===== config.mk =====
export PLATFORM = sky130hd
export DESIGN_NAME = decode_stage
export DESIGN_NICKNAME = d
export VERILOG_FILES = /design/src/rtl/core_pkg.sv /design/src/rtl/decode_queue.sv /design/src/rtl/decode_stage.sv
export SDC_FILE = /design/constraint.sdc
export NUM_CORES = 1
export LEC_CHECK = 0
export ABC_AREA = 1
export CORE_ASPECT_RATIO = 0.5
export CORE_MARGIN = 10
export CORE_UTILIZATION = 39
export DETAILED_ROUTE_END_ITERATION = 10
export SYNTH_ARGS = -nofsm -noshare
export SYNTH_HDL_FRONTEND = slang
export SYNTH_SLANG_ARGS = --single-unit

===== constraint.sdc =====
create_clock -name clk -period 11.8 [get_ports clk]
set_input_delay 2.36 -clock clk [delete_from_list [all_inputs] [get_ports clk]]
set_output_delay 2.36 -clock clk [all_outputs]
set_load 0.05 [all_outputs]

===== src/rtl/core_pkg.sv =====
// ============================================================================
// core_pkg : RV32 decode constants, bundle type and decode helper functions
// Optional macro: RV32M_DECODE_EN (M-extension decode)      Revision: 1.0
// ============================================================================
`default_nettype none

package core_pkg;

    localparam int WORD_SIZE = 32;

    localparam logic [6:0] OPCODE_LOAD    = 7'b0000011;
    localparam logic [6:0] OPCODE_STORE   = 7'b0100011;
    localparam logic [6:0] OPCODE_BRANCH  = 7'b1100011;
    localparam logic [6:0] OPCODE_JAL     = 7'b1101111;
    localparam logic [6:0] OPCODE_JALR    = 7'b1100111;
    localparam logic [6:0] OPCODE_ALU     = 7'b0110011;
    localparam logic [6:0] OPCODE_ALU_IMM = 7'b0010011;
    localparam logic [6:0] OPCODE_AUIPC   = 7'b0010111;
    localparam logic [6:0] OPCODE_LUI     = 7'b0110111;
    localparam logic [6:0] OPCODE_NOP     = 7'b0001111;
    localparam logic [6:0] OPCODE_SYSTEM  = 7'b1110011;

    localparam logic [6:0] MUL_FUNCT7 = 7'b0000001;

    localparam logic [2:0] INSTR_TYPE_ALU   = 3'd0;
    localparam logic [2:0] INSTR_TYPE_LOAD  = 3'd1;
    localparam logic [2:0] INSTR_TYPE_STORE = 3'd2;
    localparam logic [2:0] INSTR_TYPE_MUL   = 3'd3;
    localparam logic [2:0] INSTR_TYPE_NO_WB = 3'd4;

`ifdef RV32M_DECODE_EN
    localparam bit c_m_decode_en = 1'b1;
`else
    localparam bit c_m_decode_en = 1'b0;
`endif

    typedef struct packed {
        logic [4:0]  rs1;
        logic [4:0]  rs2;
        logic [4:0]  rd;
        logic [6:0]  funct7;
        logic [2:0]  funct3;
        logic [6:0]  opcode;
        logic [31:0] imm;
        logic [2:0]  instr_type;
        logic        illegal;
    } decoded_t;

    function automatic logic [31:0] gen_imm(input logic [31:0] instr);
        logic [31:0] imm;
        case (instr[6:0])
            OPCODE_LOAD, OPCODE_ALU_IMM:
                imm = {{20{instr[31]}}, instr[31:20]};
            OPCODE_STORE:
                imm = {{20{instr[31]}}, instr[31:25], instr[11:7]};
            OPCODE_BRANCH:
                imm = {{19{instr[31]}}, instr[31], instr[7], instr[30:25], instr[11:8], 1'b0};
            OPCODE_AUIPC, OPCODE_LUI:
                imm = {instr[31:12], 12'b0};
            default:
                imm = {{11{instr[31]}}, instr[31], instr[19:12], instr[20], instr[30:21], 1'b0};
        endcase
        return imm;
    endfunction

    function automatic logic is_illegal(input logic [6:0] opcode, input logic [6:0] funct7);
        logic bad;
        bad = (opcode[1:0] != 2'b11);
        case (opcode)
            OPCODE_LOAD, OPCODE_STORE, OPCODE_BRANCH, OPCODE_JAL, OPCODE_JALR,
            OPCODE_ALU_IMM, OPCODE_AUIPC, OPCODE_LUI, OPCODE_NOP, OPCODE_SYSTEM:
                bad = bad;
            OPCODE_ALU:
                if (!(funct7 == 7'h00 || funct7 == 7'h20 ||
                      (c_m_decode_en && funct7 == MUL_FUNCT7)))
                    bad = 1'b1;
            default:
                bad = 1'b1;
        endcase
        return bad;
    endfunction

    function automatic logic [2:0] classify(input logic [6:0] opcode, input logic [6:0] funct7,
                                            input logic illegal);
        logic [2:0] t;
        case (opcode)
            OPCODE_ALU:                             t = (funct7 == MUL_FUNCT7) ? INSTR_TYPE_MUL
                                                                               : INSTR_TYPE_ALU;
            OPCODE_AUIPC, OPCODE_ALU_IMM, OPCODE_NOP: t = INSTR_TYPE_ALU;
            OPCODE_LOAD, OPCODE_LUI:                t = INSTR_TYPE_LOAD;
            OPCODE_STORE:                           t = INSTR_TYPE_STORE;
            default:                                t = INSTR_TYPE_NO_WB;
        endcase
        // Illegal words never write back, which also hides MUL when M decode is off
        if (illegal)
            t = INSTR_TYPE_NO_WB;
        return t;
    endfunction

    function automatic decoded_t decode(input logic [31:0] instr);
        decoded_t d;
        d.rs1        = instr[19:15];
        d.rs2        = instr[24:20];
        d.rd         = instr[11:7];
        d.funct7     = instr[31:25];
        d.funct3     = instr[14:12];
        d.opcode     = instr[6:0];
        d.imm        = gen_imm(instr);
        d.illegal    = is_illegal(instr[6:0], instr[31:25]);
        d.instr_type = classify(instr[6:0], instr[31:25], d.illegal);
        return d;
    endfunction

endpackage

`default_nettype wire


===== src/rtl/decode_queue.sv =====
// ============================================================================
// decode_queue : DEPTH-entry FIFO with synchronous flush, async active-low reset
// Revision: 1.0
// ============================================================================
`default_nettype none

module decode_queue #(
    parameter int DEPTH = 4,
    parameter int WIDTH = 64
) (
    input  logic                     clk,
    input  logic                     rst_n,
    input  logic                     flush,
    input  logic                     push,
    input  logic                     pop,
    input  logic [WIDTH-1:0]         wr_data,
    output logic [WIDTH-1:0]         rd_data,
    output logic                     full,
    output logic                     empty,
    output logic [$clog2(DEPTH):0]   count
);

    localparam int                  c_ptr_w    = $clog2(DEPTH);
    localparam logic [c_ptr_w:0]    c_full_cnt = DEPTH[c_ptr_w:0];
    localparam logic [c_ptr_w:0]    c_cnt_one  = 1;
    localparam logic [c_ptr_w-1:0]  c_ptr_one  = 1;

    logic [WIDTH-1:0]   r_mem [DEPTH];
    logic [c_ptr_w-1:0] r_wr_ptr;
    logic [c_ptr_w-1:0] r_rd_ptr;
    logic [c_ptr_w:0]   r_count;
    logic               w_push_ok;
    logic               w_pop_ok;

    assign full      = (r_count == c_full_cnt);
    assign empty     = (r_count == '0);
    assign count     = r_count;
    assign rd_data   = r_mem[r_rd_ptr];
    assign w_push_ok = push && !full && !flush;
    assign w_pop_ok  = pop && !empty && !flush;

    always_ff @(posedge clk) begin
        if (w_push_ok)
            r_mem[r_wr_ptr] <= wr_data;
    end

    // DEPTH is a power of two, so pointers wrap by natural overflow
    always_ff @(posedge clk or negedge rst_n) begin
        if (!rst_n) begin
            r_wr_ptr <= '0;
            r_rd_ptr <= '0;
            r_count  <= '0;
        end else if (flush) begin
            r_wr_ptr <= '0;
            r_rd_ptr <= '0;
            r_count  <= '0;
        end else begin
            if (w_push_ok)
                r_wr_ptr <= r_wr_ptr + c_ptr_one;
            if (w_pop_ok)
                r_rd_ptr <= r_rd_ptr + c_ptr_one;
            case ({w_push_ok, w_pop_ok})
                2'b10:   r_count <= r_count + c_cnt_one;
                2'b01:   r_count <= r_count - c_cnt_one;
                default: r_count <= r_count;
            endcase
        end
    end

endmodule

`default_nettype wire


===== src/rtl/decode_stage.sv =====
// ============================================================================
// decode_stage : buffered RV32 decode stage with registered valid/ready output
// Optional macro: RV32M_DECODE_EN (via core_pkg)            Revision: 1.0
// ============================================================================
`default_nettype none

module decode_stage
    import core_pkg::*;
#(
    parameter int DEPTH = 4,
    parameter int PC_W  = 32
) (
    input  logic                   clk,
    input  logic                   rst_n,
    input  logic                   flush,
    input  logic                   in_valid,
    output logic                   in_ready,
    input  logic [31:0]            in_instr,
    input  logic [PC_W-1:0]        in_pc,
    output logic                   out_valid,
    input  logic                   out_ready,
    output logic [PC_W-1:0]        out_pc,
    output logic [4:0]             out_rs1,
    output logic [4:0]             out_rs2,
    output logic [4:0]             out_rd,
    output logic [6:0]             out_funct7,
    output logic [2:0]             out_funct3,
    output logic [6:0]             out_opcode,
    output logic [31:0]            out_imm,
    output logic [2:0]             out_instr_type,
    output logic                   out_illegal,
    output logic [$clog2(DEPTH):0] occupancy
);

    localparam int c_width = WORD_SIZE + PC_W;

    logic                 w_full;
    logic                 w_empty;
    logic                 w_push;
    logic                 w_pop;
    logic [c_width-1:0]   w_head;
    logic [WORD_SIZE-1:0] w_head_instr;
    logic [PC_W-1:0]      w_head_pc;
    decoded_t             w_dec;

    logic                 r_out_valid;
    logic [PC_W-1:0]      r_out_pc;
    decoded_t             r_out_dec;

    // in_ready depends only on queue state and flush, never on out_ready
    assign in_ready     = !w_full && !flush;
    assign w_push       = in_valid && in_ready;
    assign w_pop        = !w_empty && (!r_out_valid || out_ready) && !flush;
    assign w_head_instr = w_head[c_width-1:PC_W];
    assign w_head_pc    = w_head[PC_W-1:0];
    assign w_dec        = decode(w_head_instr);

    decode_queue #(
        .DEPTH (DEPTH),
        .WIDTH (c_width)
    ) u_queue (
        .clk     (clk),
        .rst_n   (rst_n),
        .flush   (flush),
        .push    (w_push),
        .pop     (w_pop),
        .wr_data ({in_instr, in_pc}),
        .rd_data (w_head),
        .full    (w_full),
        .empty   (w_empty),
        .count   (occupancy)
    );

    always_ff @(posedge clk or negedge rst_n) begin
        if (!rst_n) begin
            r_out_valid <= 1'b0;
            r_out_pc    <= '0;
            r_out_dec   <= '0;
        end else if (flush) begin
            r_out_valid <= 1'b0;
        end else if (w_pop) begin
            r_out_valid <= 1'b1;
            r_out_pc    <= w_head_pc;
            r_out_dec   <= w_dec;
        end else if (out_ready) begin
            r_out_valid <= 1'b0;
        end
    end

    assign out_valid      = r_out_valid;
    assign out_pc         = r_out_pc;
    assign out_rs1        = r_out_dec.rs1;
    assign out_rs2        = r_out_dec.rs2;
    assign out_rd         = r_out_dec.rd;
    assign out_funct7     = r_out_dec.funct7;
    assign out_funct3     = r_out_dec.funct3;
    assign out_opcode     = r_out_dec.opcode;
    assign out_imm        = r_out_dec.imm;
    assign out_instr_type = r_out_dec.instr_type;
    assign out_illegal    = r_out_dec.illegal;

endmodule

`default_nettype wire


==> summary.txt <==
Yosys
  – Portion of the post-synthesis area used by sequential elements: around 72%
  – Prevailing post-synth register cell: sky130_fd_sc_hd__edfxtp_1
  – Cell area after synthesis: roughly 14000 um2
  – Post-synth net total: 1313
  – Compound-Gate Fraction of Synth Area: ~8.7%
  – Most used standard cell by instance count after synthesis: sky130_fd_sc_hd__nand2_1
  – Adder-cell share of the synthesized area: less than 1%
  – Simple-gate area share of the yosys netlist: between 10 and 15%
  – Flip-flop and latch count after synthesis: 363
  – Distinct cell type count of the synthesized netlist: 35
  – Proportion of synthesized area in mux cells: 0%
  – Async set-reset flop share out of synthesis: between 20 and 30%
  – Largest family of logic cells by synthesized area: simple AND/OR/NAND/NOR gates
  – Area leader, netlist: sky130_fd_sc_hd__edfxtp_1
  – Synth Warn #: 0
  – Synthesized-area fraction occupied by xor and xnor cells: less than 1%
  – Mean instance size in the synthesized netlist: roughly 12 um2
  – Syn Inst Count: 1239
  – Leading cell types by count after synthesis: 326 x sky130_fd_sc_hd__nand2_1, 256 x sky130_fd_sc_hd__edfxtp_1, 128 x sky130_fd_sc_hd__nor2_1
  – Number of enable flip-flop cells after synthesis: 256
  – Proportion of netlist area held by the largest area contributor: a little over half
  – Main area contributors after synthesis: sky130_fd_sc_hd__edfxtp_1 53%, sky130_fd_sc_hd__dfrtp_1 19%, sky130_fd_sc_hd__nand2_1 8.5%

STA
  – Relative slew slack: around 36%
  – Tightest Pin Transition: 0.954 ns
  – Final-report hold violation count: 0
  – Max Freq: between 150 and 200 MHz
  – Max-slew violations: 0
  – Unrepaired setup endpoints after global routing: false
  – Total negative setup slack: 0 ns
  – Part of the cycle the worst path needs: a little over half
  – Final setup violating endpoints: 0
  – Fin worst setup slack: approximately 5.4 ns
  – Final critical-path required period: ~6.4 ns
  – Post-Route Skew: about 0.016 ns

GRT
  – Vias in the first global route: ~9.5k
  – Maximum number of pins on one net before global-route repair: between 80 and 90
  – First-pass GRT wire length: 55.2 mm
  – Remaining Overflow, GRT: 0
  – GRT Total Usage: about 15%
  – Number of antenna violations at the first check in global routing: 2

Floorplan
  – Initial Util: about two fifths
  – Top-level I/O count: 174
  – Standard-cell row count: 49
  – Die height: 156 um
  – X dimension of the die: roughly 290 um
  – Area of the core: about 36000 um2
  – Area of the die: approximately 45000 um2

Worst setup path
  – Critical path launch point: flush
  – Crit path launch type: input pin
  – Reg2Reg Capture Point: out_imm[30]$_DFFE_PN0P_
  – Arrival time at the worst endpoint: a little over 4 ns
  – Critical path class: input pin to primary output
  – Count of cells along the worst register-to-register path: 8
  – Maximum fanout along the worst path: 5
  – Capture point of the worst path: in_ready
  – Required time at the worst-slack endpoint: 9.44 ns
  – Startpoint of the worst-slack reg-to-reg timing path: u_queue.r_rd_ptr[0]$_DFFE_PN0P_
  – Type of element capturing the critical path: primary output
  – Worst setup slack for register-to-register paths: 8.34 ns

CTS
  – Clock transition at the registers of the reported paths: around 0.060 ns
  – Maximum root-to-sink buffer count: 3
  – Hold buffer count at CTS: 0
  – Buffer type at the clock tree root: sky130_fd_sc_hd__clkbuf_16
  – Setup bufs post-CTS: 0
  – Clock net sink count: 363
  – Worst-Skew Late Latency: about 0.53 ns
  – CTS tree: built
  – H-tree depth reported by CTS: 2
  – Number of buffers created by CTS: 35
  – Post-CTS sizing: 0

Place
  – Count of placed standard cells including taps: 1840
  – Final GP Congestion: 0.777
  – Count of buffers from port buffering: around 170
  – Worst slack at placement: around 5.4 ns
  – Detail Placement HPWL: around 22 mm

Outcome
  – Run status: finished clean

Power and ir drop
  – PD cells: ~270 nW/um2
  – Internal power consumption: between 0.002 and 0.003 W
  – Switch share: around two fifths
  – Gate power share: ~41%
  – Sequential Power Share: a little over a third
  – Net switching power: around 0.002 W
  – Clock network fraction of design power: about 22%
  – Standby leakage power: about 6.8 nW
  – Max IR drop VDD: 129 uV

Finish
  – Nets: around 1.5k
  – Area added between synthesis and finish: 22.5%
  – Finished Layout Cells: around 1.9k
  – Filler cell count: 3186
  – Layout cells sized above 1: roughly 6.6%

Detailed routing
  – First-pass DRT Iterations: 5
  – Number of DRC violations after detailed routing: 0
  – Wire length reported by the detailed router: ~36 mm
  – Remaining antenna violation count after routing: 0
  – Detailed-route via count: roughly 9.6k
  – Average routed wire per standard cell: between 15 and 20 um
  – Via density per instance: between 5 and 6
  – Starting DRT DRC Count: between 700 and 800

Job
  – Number of violations of the max-capacitance limit: 0

Worst hold path
  – Min-delay worst type: flop to flop
  – Min-Delay Startpoint: out_pc[29]$_DFFE_PN0P_
-- final cells by class --
cell class	count	area, um2	area share (%)
well taps	484	606	3.44
inverters	60	229	1.30
clock buffers	49	958	5.44
multi-input cells	749	3510	19.9
clock inverters	14	139	0.788
flip-flops and latches	363	10400	58.8
diodes	1	2.50	0.0142
repair buffers	184	1810	10.3
-- critical path: stages --
cell	delay (ns)
sky130_fd_sc_hd__clkdlybuf4s50_1	0.53
sky130_fd_sc_hd__a31oi_1	0.31
sky130_fd_sc_hd__clkdlybuf4s50_1	0.88
-- placed cells by master, fill, tap and decap left out, types with 2 or more instances in the layout --
cell type | netlist | routed
sky130_fd_sc_hd__clkinv_1 | 1 | 7
sky130_fd_sc_hd__nand3_1 | 52 | 52
sky130_fd_sc_hd__o22a_1 | 4 | 4
sky130_fd_sc_hd__clkinvlp_4 | 0 | 2
sky130_fd_sc_hd__a31oi_1 | 2 | 2
sky130_fd_sc_hd__bufinv_16 | 0 | 2
sky130_fd_sc_hd__inv_1 | 56 | 55
sky130_fd_sc_hd__inv_2 | 3 | 3
sky130_fd_sc_hd__clkinv_8 | 0 | 2
sky130_fd_sc_hd__nand3b_1 | 6 | 6
sky130_fd_sc_hd__o22ai_1 | 43 | 43
sky130_fd_sc_hd__o211ai_1 | 2 | 2
sky130_fd_sc_hd__nand2_2 | 9 | 9
sky130_fd_sc_hd__nor2_2 | 3 | 2
sky130_fd_sc_hd__o22ai_2 | 9 | 9
sky130_fd_sc_hd__o21ai_0 | 123 | 123
sky130_fd_sc_hd__clkbuf_16 | 0 | 35
sky130_fd_sc_hd__clkdlybuf4s50_1 | 0 | 172
sky130_fd_sc_hd__nor3_1 | 2 | 2
sky130_fd_sc_hd__edfxtp_1 | 256 | 256
sky130_fd_sc_hd__nor2_4 | 0 | 5
sky130_fd_sc_hd__xor2_1 | 2 | 2
sky130_fd_sc_hd__clkbuf_8 | 0 | 3
sky130_fd_sc_hd__o21ai_1 | 8 | 8
sky130_fd_sc_hd__clkbuf_1 | 32 | 11
sky130_fd_sc_hd__a21oi_1 | 13 | 13
sky130_fd_sc_hd__ha_1 | 4 | 4
sky130_fd_sc_hd__dfrtp_1 | 107 | 105
sky130_fd_sc_hd__buf_4 | 4 | 12
sky130_fd_sc_hd__a32oi_1 | 6 | 6
sky130_fd_sc_hd__nand2_1 | 326 | 326
sky130_fd_sc_hd__clkinv_2 | 0 | 2
sky130_fd_sc_hd__nor2_1 | 128 | 124
-- power by group through the flow --
stage,clock (W),sequential [W],combinational [W]
2_1_floorplan,0,0.00230,0.000802
3_3_place_gp,0,0.00177,0.00196
3_5_place_dp,0,0.00178,0.00200
4_1_cts,0.00110,0.00175,0.00200
5_1_grt,0.00115,0.00178,0.00215
6_report,0.00108,0.00175,0.00198
-- per-stage QoR --
step	hold WS [ns]	utilization (%)	instance area [um2]	power (W)
5_1_grt	0.486	48.7	17600	0.00508
2_1_floorplan	0.516	-	14400	0.00310
6_report	0.470	48.7	17600	0.00481
4_1_cts	0.473	48.7	17600	0.00486
3_5_place_dp	0.457	45.7	16500	0.00377
3_3_place_gp	0.456	45.7	16500	0.00374
-- routing by layer --
metal  vias up  wire, um  global-route usage, %
li1       4578         -                      -
met1      4751     15100                   18.4
met2       176     18600                   28.3
met3        51      1520                   2.93
met4         2       622                   3.66
met5         -        18                      0
-- how the worst min path moves through the flow --
stage	cells past startpoint	end
global route	2	out_pc[29]$_DFFE_PN0P_
finish	2	out_pc[29]$_DFFE_PN0P_
CTS	2	out_pc[29]$_DFFE_PN0P_
detailed placement	2	out_pc[29]$_DFFE_PN0P_
global placement	2	out_pc[29]$_DFFE_PN0P_
floorplan	1	u_queue.r_wr_ptr[0]$_DFFE_PN0P_
-- state kept, by name, indices dropped and copies added (netlist names) --
signal and cells:
u_queue.r_mem 256, out_funct7 7, out_opcode 7, u_queue.count 3
u_queue.r_rd_ptr 2, out_rs2 5, out_pc 32, out_illegal 1
out_rd 5, out_valid 1, out_rs1 5, out_funct3 3
u_queue.r_wr_ptr 2, out_imm 31, out_instr_type 3
-- cells by family after synthesis --
group,Yosys count
and+or+nand+nor,529
DFF,363
adders and majority gates,5
AOI/OAI and AO/OA,213
buffers and inverters,127
xor gates and xnor gates,2
(Power assumes the default switching activity.)
